[config.mk]
export PLATFORM = sky130hd
export DESIGN_NAME = matrix_xfer_ctrl
export DESIGN_NICKNAME = d
export VERILOG_FILES = /design/src/rtl/coproc_pkg.sv /design/src/rtl/matrix_xfer_ctrl.sv
export SDC_FILE = /design/constraint.sdc
export NUM_CORES = 1
export LEC_CHECK = 0
export BUFFER_PORTS_ARGS = -buffer_cell sky130_fd_sc_hd__buf_2
export CAP_MARGIN = 20
export CORE_AREA = 2 2 340 342
export DETAILED_ROUTE_END_ITERATION = 8
export DIE_AREA = 0 0 342 344
export PLACE_DENSITY = 0.48
export SLEW_MARGIN = 20
export SYNTH_ARGS = -nofsm -noshare
export SYNTH_HDL_FRONTEND = slang
export SYNTH_SLANG_ARGS = --single-unit
[constraint.sdc]
create_clock -name clk -period 4.4 [get_ports clk]
set_input_delay 0.44 -clock clk [delete_from_list [all_inputs] [get_ports clk]]
set_output_delay 0.44 -clock clk [all_outputs]
set_load 0.02 [all_outputs]
[src/rtl/coproc_pkg.sv]
// Shared constants, transfer-state encoding and command payload for the coprocessor memory path.
package coproc_pkg;

    localparam int unsigned ADDR_W    = 8;
    localparam int unsigned DATA_W    = 16;
    localparam int unsigned MAX_WORDS = 25;
    localparam int unsigned LEN_W     = 5;
    localparam int unsigned MAT_W     = MAX_WORDS * DATA_W;

    typedef enum logic [1:0] {
        XFER_IDLE    = 2'd0,
        XFER_ISSUE   = 2'd1,
        XFER_RELEASE = 2'd2,
        XFER_DONE    = 2'd3
    } xfer_state_e;

    typedef struct packed {
        logic              write;
        logic [ADDR_W-1:0] base;
        logic [LEN_W-1:0]  len;
    } xfer_cmd_t;

    // Rejects empty, oversize, or address-wrapping commands.
    function automatic logic cmd_is_bad(input xfer_cmd_t cmd);
        logic [ADDR_W:0] last;
        last = (ADDR_W+1)'(cmd.base) + (ADDR_W+1)'(cmd.len) - (ADDR_W+1)'(1);
        return (cmd.len == '0) || (cmd.len > LEN_W'(MAX_WORDS)) || last[ADDR_W];
    endfunction

endpackage

[src/rtl/matrix_xfer_ctrl.sv]
// Moves whole matrices between the register bank and RAM, running one
// memory_mod start/done handshake per word with a one-cycle release gap.
module matrix_xfer_ctrl
    import coproc_pkg::*;
(
    input  logic              clk,
    input  logic              rst_n,
    input  logic              cmd_valid,
    output logic              cmd_ready,
    input  logic              cmd_write,
    input  logic [ADDR_W-1:0] cmd_base,
    input  logic [LEN_W-1:0]  cmd_len,
    input  logic [MAT_W-1:0]  wr_matrix,
    output logic [MAT_W-1:0]  rd_matrix,
    output logic              xfer_done,
    output logic              xfer_err,
    output logic [ADDR_W-1:0] mem_address,
    output logic [DATA_W-1:0] mem_data_in,
    output logic              mem_start,
    output logic              mem_wr,
    input  logic [DATA_W-1:0] mem_data_out,
    input  logic              mem_done
);

    xfer_state_e                        state_q;
    logic [MAX_WORDS-1:0][DATA_W-1:0]   buf_q;
    logic [LEN_W-1:0]                   idx_q;
    logic [LEN_W-1:0]                   len_q;
    logic                               dir_q;

    xfer_cmd_t                          cmd_c;
    logic                               cmd_bad_c;
    logic [LEN_W-1:0]                   nxt_idx_c;

    assign cmd_c     = '{write: cmd_write, base: cmd_base, len: cmd_len};
    assign cmd_bad_c = cmd_is_bad(cmd_c);
    assign nxt_idx_c = idx_q + LEN_W'(1);
    assign rd_matrix = buf_q;

    always_ff @(posedge clk or negedge rst_n) begin
        if (!rst_n) begin
            state_q     <= XFER_IDLE;
            buf_q       <= '0;
            idx_q       <= '0;
            len_q       <= '0;
            dir_q       <= 1'b0;
            cmd_ready   <= 1'b1;
            xfer_done   <= 1'b0;
            xfer_err    <= 1'b0;
            mem_address <= '0;
            mem_data_in <= '0;
            mem_start   <= 1'b0;
            mem_wr      <= 1'b0;
        end else begin
            xfer_done <= 1'b0;
            xfer_err  <= 1'b0;
            unique case (state_q)
                XFER_IDLE: begin
                    if (cmd_valid) begin
                        if (cmd_bad_c) begin
                            xfer_err <= 1'b1;
                        end else begin
                            len_q       <= cmd_c.len;
                            dir_q       <= cmd_c.write;
                            idx_q       <= '0;
                            mem_address <= cmd_c.base;
                            mem_wr      <= cmd_c.write;
                            mem_start   <= 1'b1;
                            cmd_ready   <= 1'b0;
                            state_q     <= XFER_ISSUE;
                            if (cmd_c.write) begin
                                buf_q       <= wr_matrix;
                                mem_data_in <= wr_matrix[DATA_W-1:0];
                            end else begin
                                mem_data_in <= buf_q[0];
                                for (int i = 0; i < MAX_WORDS; i++) begin
                                    if (LEN_W'(i) >= cmd_c.len) buf_q[i] <= '0;
                                end
                            end
                        end
                    end
                end
                XFER_ISSUE: begin
                    if (mem_done) begin
                        if (!dir_q) buf_q[idx_q] <= mem_data_out;
                        mem_start <= 1'b0;
                        if (idx_q == len_q - LEN_W'(1)) begin
                            xfer_done <= 1'b1;
                            state_q   <= XFER_DONE;
                        end else begin
                            state_q   <= XFER_RELEASE;
                        end
                    end
                end
                // memory_mod's done is still high here; it is deliberately not sampled.
                XFER_RELEASE: begin
                    idx_q       <= nxt_idx_c;
                    mem_address <= mem_address + ADDR_W'(1);
                    mem_data_in <= buf_q[nxt_idx_c];
                    mem_start   <= 1'b1;
                    state_q     <= XFER_ISSUE;
                end
                XFER_DONE: begin
                    cmd_ready <= 1'b1;
                    state_q   <= XFER_IDLE;
                end
                default: begin
                    state_q <= XFER_IDLE;
                end
            endcase
        end
    end

endmodule

==> results.json, run 1 <==
{
  "r2r_setup_slack_ps": 560,
  "peakVddDrop_uv": 403,
  "clk_pin_slew_ps": 70,
  "ys_warn_count": 0,
  "power.internal_w": 0.0139,
  "clockBufferDepth": 3,
  "path_class": "register to register",
  "wl_mm": 153,
  "crit_fanout": 30,
  "reg2reg_from": "idx_q[0]",
  "drt-wirelength-per-cell_microns": 33.3,
  "vias": 24200,
  "post_cts_buffers": 0,
  "cts_tree": "yes",
  "drc_errors": 0,
  "grt_util_all_layers_pct": 24.9,
  "power_density_nw_per_um2": 777,
  "fin_setup_tns_ps": 0,
  "die_w_microns": 342,
  "avgViaCountPerCell": 5.27,
  "holdCritStartpoint": "mem_done",
  "die_y_microns": 344,
  "placementRows": 124,
  "dp_hpwl_mm": 116,
  "syn_avg_cell_area_sq_um": 11.7,
  "firstDrtPassIters": 5,
  "cts.sinks": 441,
  "final.min_clock_period_ps": 3840,
  "cp-start-kind": "register",
  "reg2reg_to": "mem_data_in[15]",
  "worstMarginPinSlew_ps": 1140,
  "grt_max_degree": 127,
  "setup_viol": 0,
  "holdPathEnd": "xfer_done",
  "die_area_sq_um": 118000,
  "first_iter_violations": 1803,
  "relSlewSlack_pct": 24.0,
  "area_growth_pct": 32.7,
  "power.total_w": 0.0265,
  "ys_seq_area_share_pct": 43.0,
  "min_path_type": "primary input to register",
  "worst_ep_arrival_time_ps": 4400,
  "skew_ps": 29.1,
  "ctsHoldBuffers": 1,
  "power.switching_w": 0.0126,
  "grt_pass1_wl_mm": 205,
  "min_path_cells": 2,
  "drive_gt1_share_pct": 51.8,
  "slew_violations": 0,
  "status": "finished, final reports clean",
  "fillers": 12000,
  "clock.fmax_mhz": 260,
  "worstPathRequired_ps": 4960,
  "num_io_pins": 863,
  "io_buffers": 862,
  "finalNetCount": 3473,
  "leakage_nw": 16.4,
  "synth.cell_area_sq_um": 25700,
  "cts-root-buf": "clkbuf_16",
  "hold_viol": 0,
  "antenna_found_initial": 35,
  "gp_congestion": 0.889,
  "rsz0062_at_grt": "false",
  "grt.overflow.total": 0,
  "p_comb_share_pct": 53.5,
  "ant_nets": 0,
  "fin_crit_sh_pct": 87.3,
  "synthCells": 2193,
  "cts_buffers": 57,
  "ys_types": 65,
  "switching_share_pct": 47.6,
  "dominantRegCellSynth": "dfrtp_1",
  "core_area_sq_um": 114000,
  "synth_nets": 2643,
  "ys_ff_latch": 441,
  "pwr-share-seq_pct": 27.8,
  "grt_pass1_vias": 24200,
  "cts_resized": 0,
  "clk_latency_ps": 650,
  "end_kind": "register",
  "maxCapViolCount": 0,
  "clkPwrFrac_pct": 18.7,
  "synth_edf_count": 0,
  "initial_core_util_pct": 22.5,
  "reg2reg_depth": 7,
  "htree_levels": 2,
  "async_flop_share_pct": 100
}
==> sequential cells by signal, indices dropped and copies added, names as in the netlist <==
name	cells
rd_matrix	400
xfer_done	1
mem_data_in	16
xfer_err	1
mem_start	1
mem_address	8
len_q	5
state_q	2
idx_q	5
dir_q	1
cmd_ready	1
==> placed cells by master, fill, tap and decap left out, types with 25 or more instances in the layout <==
cell type,instances
nor2_1,26
inv_1,42
mux4_2,96
mux2i_1,35
buf_4,107
buf_2,861
a22o_1,304
mux2_2,339
o22ai_1,35
a21oi_1,34
dfrtp_1,439
nand2b_1,25
clkbuf_16,57
o21ai_0,102
nand2_1,198
==> worst max-delay path, cell delays in order, from the launching register on <==
cell	delay [ps]
dfrtp_4	630
buf_4	580
nand3_1	310
xor2_1	920
o21ai_0	230
o22ai_1	620
a2111oi_0	240
a21oi_1	190
==> logic make-up after synthesis <==
family          Yosys count  share of synthesized area, %
simple gates            369                          6.52
buf+inv                 255                          4.36
flops                   441                          43.0
fa+ha+maj                16                         0.780
xor+xnor                 14                         0.478
mux                     501                          26.3
compound gates          597                          18.5
==> Yosys cell counts, types with 5 or more instances <==
cell type,instances,share of area (%)
a2bb2oi_1,18,0.61
clkbuf_1,156,2.3
ha_1,16,0.78
nand3_1,19,0.37
a22oi_1,16,0.47
nand2b_1,26,0.63
a21oi_2,9,0.31
mux2i_1,35,1.4
nor3_1,10,0.20
a21oi_4,12,0.76
o41ai_1,14,0.48
nor2_1,46,0.67
o22ai_1,35,0.85
buf_1,8,0.12
o21ai_0,102,2.0
xnor2_1,7,0.24
buf_4,26,0.76
nor2b_1,17,0.41
mux2_1,11,0.48
or3_1,5,0.12
buf_2,16,0.31
mux2_4,20,1.2
nand2_1,198,2.9
and3_1,18,0.44
a31oi_1,5,0.12
and2_1,22,0.54
o221ai_1,16,0.55
xor2_1,7,0.24
mux2_2,339,15
a21oi_1,36,0.70
inv_1,43,0.63
dfrtp_1,440,43
a22o_1,304,10
mux4_2,96,8.4
==> how the worst max path moves through the flow <==
stage	from	endpoint	slack (ps)	cells after the start
floorplan	idx_q[0]	mem_data_in[15]	710	13
global placement	cmd_len[3]	rd_matrix[216]	500	12
detailed placement	cmd_len[3]	rd_matrix[216]	470	12
CTS	idx_q[0]	mem_data_in[15]	610	7
global route	idx_q[0]	mem_data_in[15]	390	7
finish	idx_q[0]	mem_data_in[15]	560	7
==> per-layer routing <==
metal	vias to the layer above	wire length, microns	track usage, %
met1	12700	63500	32.6
met4	14	5110	7.98
li1	10000	-	-
met3	235	12700	6.01
met2	1277	71400	40.6
met5	-	84	0
==> metrics by stage <==
stage | area (sq um) | setup slack (ps) | instances | hold WS (ps) | util [%]
finish | 34100 | 561 | 4596 | 97.4 | 29.9
detailed placement | 32100 | 470 | 4475 | 466 | 28.2
CTS | 34000 | 614 | 4582 | 34.8 | 29.9
global route | 34000 | 386 | 4587 | 50.2 | 29.9
floorplan | 25700 | 706 | 2193 | 144 | -
global placement | 32100 | 495 | 4475 | 456 | 28.2
==> power by group through the flow <==
stage | registers [W] | clock network (W) | logic (W)
after floorplan | 0.00833 | 0 | 0.00666
after global placement | 0.00735 | 0 | 0.0141
after CTS | 0.00730 | 0.00505 | 0.0142
after global routing | 0.00747 | 0.00522 | 0.0149
final | 0.00734 | 0.00495 | 0.0142
after detailed placement | 0.00736 | 0 | 0.0141
==> area by class of cell <==
type,instances,area [sq um],area share (%)
Multi-Input combinational cell,1497,13600,40.0
Clock buffer,85,1660,4.88
Sequential cell,441,11000,32.4
Antenna cell,14,35.0,0.103
Timing Repair Buffer,982,5380,15.8
Inverter,44,165,0.485
Tap cell,1512,1890,5.55
Clock inverter,21,253,0.742
Note: power is estimated with default switching activity, not from simulation.
==> run 2: changes to the inputs <==
CORE_AREA = 2 2 336 338   (was 2 2 340 342)
CTS_BUF_LIST = sky130_fd_sc_hd__clkbuf_4 sky130_fd_sc_hd__clkbuf_8   (was default)
DIE_AREA = 0 0 338 340   (was 0 0 342 344)
PLACE_DENSITY = 0.49   (was 0.48)
==> results.json, run 2 (synthesis gave the netlist of run 1 again) <==
{
  "cts_resized": 0,
  "worstMarginPinSlew_ps": 1160,
  "clk_pin_slew_ps": 60,
  "maxCapViolCount": 0,
  "critical-path-max-stage-delay_ps": 590,
  "final_cell_area_sq_um": 37100,
  "cts_buffers": 88,
  "die_y_microns": 340,
  "die_area_sq_um": 115000,
  "grt.overflow.total": 0,
  "path_class": "register to register",
  "final_common_cell": "buf_2",
  "dp_cells": 4469,
  "first_iter_violations": 2043,
  "crit_chain": "clkinv_1, ha_4, buf_4, mux4_2, nand2_1, a21oi_1, o41ai_1, buf_4, o21ai_0",
  "end_kind": "register",
  "fillers": 11500,
  "cts_tree": "yes",
  "cpMaxStageDelayCell": "dfrtp_4",
  "initial_core_util_pct": 23.0,
  "cts-root-buf": "clkbuf_8",
  "setup_viol": 0,
  "ant_nets": 0,
  "largest_reg_flops": 400,
  "peakVddDrop_uv": 379,
  "hold_viol": 0,
  "clk_latency_ps": 750,
  "die_w_microns": 338,
  "drt-wirelength-per-cell_microns": 31.3,
  "clock.fmax_mhz": 283,
  "rsz0062_at_grt": "false",
  "slew_violations": 0,
  "vias": 25800,
  "min_path_type": "primary input to register",
  "wl_mm": 154,
  "num_io_pins": 863,
  "layout_common_cells": "buf_2 (861), dfrtp_1 (439), mux2_2 (339), a22o_1 (304), dlygate4sd3_1 (301)",
  "path_common_cell": "buf_4",
  "leakage_nw": 17.7,
  "power_density_nw_per_um2": 716,
  "post_cts_buffers": 0,
  "grt_pass1_wl_mm": 209,
  "grt_max_degree": 96,
  "io_buffers": 862,
  "cp-start-kind": "register",
  "drive_gt1_share_pct": 48.4,
  "worstPathRequired_ps": 5000,
  "cts.sinks": 441,
  "relSlewSlack_pct": 22.6,
  "skew_ps": 45.3,
  "stdcell_count": 4940,
  "drc_errors": 0,
  "antenna_found_initial": 32,
  "fin_setup_tns_ps": 0,
  "dp_hpwl_mm": 114,
  "crit_fanout": 20,
  "grt_pass1_vias": 26000,
  "avgViaCountPerCell": 5.21,
  "placementRows": 123,
  "area_growth_pct": 44.7,
  "firstDrtPassIters": 5,
  "core_area_sq_um": 112000,
  "fin_crit_sh_pct": 80.3,
  "clockBufferDepth": 3,
  "worst_ep_arrival_time_ps": 4140,
  "place_ws_ps": 489,
  "htree_levels": 3,
  "ctsHoldBuffers": 301,
  "dpl_cell_area_sq_um": 32200,
  "grt_util_all_layers_pct": 25.9,
  "finalNetCount": 3810,
  "gp_congestion": 0.885,
  "fin_ws_ps": 866,
  "status": "finished, final reports clean",
  "final.min_clock_period_ps": 3530
}
==> run 2: layout make-up <==
| class | count | area [sq um] | area share [%] |
|---|---|---|---|
| clock buffer | 132 | 1650 | 4.45 |
| sequential | 441 | 11000 | 29.7 |
| inverter | 44 | 165 | 0.445 |
| tap | 1500 | 1880 | 5.05 |
| multi-input combinational | 1497 | 13600 | 36.8 |
| clock inverter | 20 | 253 | 0.681 |
| antenna | 18 | 45.0 | 0.121 |
| timing repair buffer | 1288 | 8450 | 22.8 |
==> run 2: report_power, final <==
group | internal [W] | switching (W) | leakage [nW]
logic | 0.00561 | 0.00886 | 10.9
registers | 0.00557 | 0.00176 | 5.80
clock network | 0.00269 | 0.00210 | 0.995
total | 0.0139 | 0.0127 | 17.7
==> run 2: per-stage QoR <==
step / util [%] / total power, W / hold WS (ps)
after floorplan: - / 0.0150 / 144
after global placement: 28.8 / 0.0214 / 459
after detailed placement: 28.8 / 0.0215 / 468
after CTS: 33.2 / 0.0266 / 0.162
after global routing: 33.3 / 0.0277 / 47.3
final: 33.3 / 0.0266 / 89.8
==> run 2: per-layer routing <==
metal | vias up | share of wire [%] | track usage [%]
met5 | - | 0.049 | 0
met4 | 12 | 4.0 | 10.4
met3 | 300 | 8.1 | 5.94
met2 | 1458 | 46 | 41.8
met1 | 13300 | 42 | 33.5
li1 | 10700 | - | -
==> run 2: worst paths after layout <==
path / start / endpoint / slack [ps] / cells after the start
setup / recovery: idx_q[0] / mem_data_in[5] / 870 / 9
hold / removal: mem_data_out[12] / rd_matrix[252] / 90 / 3
setup reg to reg: idx_q[0] / mem_data_in[5] / 870 / 9
hold reg to reg: mem_data_in[14] / mem_data_in[14] / 480 / 2
max in group asynchronous: rst_n / rd_matrix[343] / 2930 / 3
min in group asynchronous: rst_n / rd_matrix[17] / 340 / 2
==> run 2: worst max-delay path: cells and delay by family, from the launching register on <==
kind,cells,cell delay [ps]
buffers and inverters,3,950
AO/OA/AOI/OAI,3,650
flip-flops,1,590
adder cells (fa/ha/maj),1,560
multiplexers,1,490
AND/OR/NAND/NOR,1,110
==> run 3: changes to the inputs <==
ABC_AREA = 1   (was default)
CORE_AREA = 2 2 332 334   (was 2 2 336 338)
DIE_AREA = 0 0 334 336   (was 0 0 338 340)
PLACE_DENSITY = 0.53   (was 0.49)
clock period = 3.45 ns   (was 4.4 ns; I/O delays follow)
==> results.json, run 3 <==
{
  "dp_hpwl_mm": 134,
  "slew_violations": 0,
  "first_iter_violations": 3972,
  "grt_pass1_vias": 34800,
  "reg2reg_to": "rd_matrix[318]",
  "synth_top_area_share_pct": 38.4,
  "ys_types": 40,
  "clockBufferDepth": 3,
  "core_area_sq_um": 108000,
  "initial_core_util_pct": 26.5,
  "ys_top_cells_by_area": "dfrtp_1 (38%), nand2_1 (21%), nand3_1 (19%)",
  "async_flop_share_pct": 100,
  "rsz0062_at_grt": "false",
  "largest_reg_flops": 400,
  "stdcell_count": 6994,
  "r2r_setup_slack_ps": 360,
  "status": "finished, final reports clean",
  "synth_top_cell_by_area": "dfrtp_1",
  "ys_ff_latch": 441,
  "fin_ws_ps": 361,
  "die_y_microns": 336,
  "num_io_pins": 863,
  "cts_buffers": 89,
  "synth.most_common_cell": "nand2_1",
  "synth-compound-area-share_pct": 9.57,
  "min_path_cells": 5,
  "dpl_cell_area_sq_um": 34700,
  "worst_ep_arrival_time_ps": 3770,
  "io_buffers": 862,
  "vias": 37000,
  "fin_setup_tns_ps": 0,
  "cp-start-kind": "register",
  "worstMarginPinSlew_ps": 1130,
  "htree_levels": 3,
  "synthSimpleGateAreaFrac_pct": 41.9,
  "reg2reg_from": "state_q[0]",
  "synthCells": 4376,
  "finalNetCount": 5937,
  "dp_cells": 6443,
  "synth_mux_area_share_pct": 0,
  "holdCritStartpoint": "wr_matrix[155]",
  "crit_fanout": 19,
  "path_class": "register to register",
  "maxCapViolCount": 0,
  "worstPathRequired_ps": 4130,
  "firstDrtPassIters": 8,
  "grt_pass1_wl_mm": 255,
  "finalCoreUtilization_pct": 37.3,
  "peakVddDrop_uv": 621,
  "relSlewSlack_pct": 24.8,
  "drc_errors": 0,
  "holdPathEnd": "rd_matrix[155]",
  "routed-wl-met2_mm": 80.5,
  "cts.sinks": 441,
  "reg2reg_depth": 7,
  "yosys-top-cells-count": "nand2_1 (1574), nand3_1 (1111), dfrtp_1 (440), o21ai_0 (416), inv_1 (282)",
  "synth-xor-area-share_pct": 0.336,
  "grt_max_degree": 214,
  "place_ws_ps": 398,
  "setup_viol": 0,
  "routed.top_layer": "met5",
  "synth_fa_ha_area_share_pct": 0.698,
  "fin_crit_sh_pct": 89.5,
  "wl_met1_mm": 76.4,
  "wl_mm": 185,
  "area_growth_pct": 41.1,
  "grt_util_all_layers_pct": 31.6,
  "ant_nets": 0,
  "gp_congestion": 0.965,
  "placementRows": 121,
  "ys_warn_count": 0,
  "clock.fmax_mhz": 324,
  "cts_tree": "yes",
  "final_cell_area_sq_um": 40500,
  "die_w_microns": 334,
  "ys_seq_area_share_pct": 38.5,
  "grt.overflow.total": 0,
  "post_cts_buffers": 0,
  "leakage_nw": 21.4,
  "final.min_clock_period_ps": 3090,
  "drive_gt1_share_pct": 22.7,
  "drt-wirelength-per-cell_microns": 26.4,
  "power_density_nw_per_um2": 967,
  "clk_pin_slew_ps": 60,
  "synth_edf_count": 0,
  "avgViaCountPerCell": 5.29,
  "synth_nets": 4826,
  "dominantRegCellSynth": "dfrtp_1",
  "end_kind": "register",
  "min_path_type": "primary input to register",
  "skew_ps": 35.4,
  "synth_top_family_by_area": "simple AND/OR/NAND/NOR gates",
  "cts-root-buf": "clkbuf_8",
  "synth.cell_area_sq_um": 28700,
  "cts_resized": 0,
  "die_area_sq_um": 112000,
  "hold_viol": 0,
  "final_common_cell": "nand2_1",
  "layout_common_cells": "nand2_1 (1558), nand3_1 (1111), buf_2 (860), dfrtp_1 (438), o21ai_0 (416)",
  "antenna_found_initial": 21,
  "syn_avg_cell_area_sq_um": 6.56,
  "met3_length_mm": 17.3,
  "clk_latency_ps": 760
}
-- run 3: layout make-up --
| type | count | area (sq um) |
|---|---|---|
| fill | 11800 | 67900 |
| multi-input combinational | 3289 | 15200 |
| clock buffer | 141 | 1800 |
| inverter | 299 | 1130 |
| timing repair buffer | 1367 | 9320 |
| tap | 1414 | 1770 |
| antenna | 23 | 57.6 |
| clock inverter | 20 | 216 |
| sequential | 441 | 11000 |
-- run 3: critical path, stage by stage, from the launching register on --
cell and delay (ps):
dfrtp_2 700, nand2_8 100, inv_2 530, nand2_2 700, buf_4 500, o21ai_0 230
nand3_1 100, nand2_1 110
-- run 3: repair_timing --
action | CTS | global route
endpoints found under the hold margin | 452 | 0
hold buffers | 367 | 0
setup endpoints to repair | 0 | 0
-- run 3: cell families (layout without fill, tap and decap cells) --
| kind of cell | count (synthesis) | count (layout) |
|---|---|---|
| flip-flops | 441 | 441 |
| AND/OR/NAND/NOR | 2791 | 2791 |
| adder cells (fa/ha/maj) | 16 | 16 |
| XOR/XNOR | 11 | 11 |
| buffers and inverters | 646 | 1827 |
| other | 0 | 23 |
| AO/OA/AOI/OAI | 471 | 471 |
-- run 3: where the power goes --
part           switching (W)  internal [W]  total (W)
Clock                0.00273       0.00355    0.00627
Sequential           0.00229       0.00723    0.00952
Combinational         0.0172       0.00615     0.0234
-- run 3: how the worst max path moves through the flow --
| stage | startpoint | end | slack [ps] |
|---|---|---|---|
| 6_report | state_q[0] | rd_matrix[318] | 360 |
| 5_1_grt | state_q[0] | rd_matrix[297] | 300 |
| 4_1_cts | state_q[0] | rd_matrix[318] | 390 |
| 3_5_place_dp | cmd_len[3] | rd_matrix[214] | 400 |
| 3_3_place_gp | cmd_len[3] | rd_matrix[221] | 410 |
| 2_1_floorplan | idx_q[0] | rd_matrix[389] | 750 |
-- run 3: routing by layer --
layer,vias to the layer above,global-route usage [%]
met5,-,0
met1,17900,41.1
met4,6,16.1
met3,499,8.33
met2,2064,48.1
li1,16600,-
-- run 3: through the flow --
step	power, W	hold slack [ps]
CTS	0.0389	0.962
global route	0.0412	27.6
floorplan	0.0216	49.4
detailed placement	0.0322	465
global placement	0.0321	458
finish	0.0392	59.1
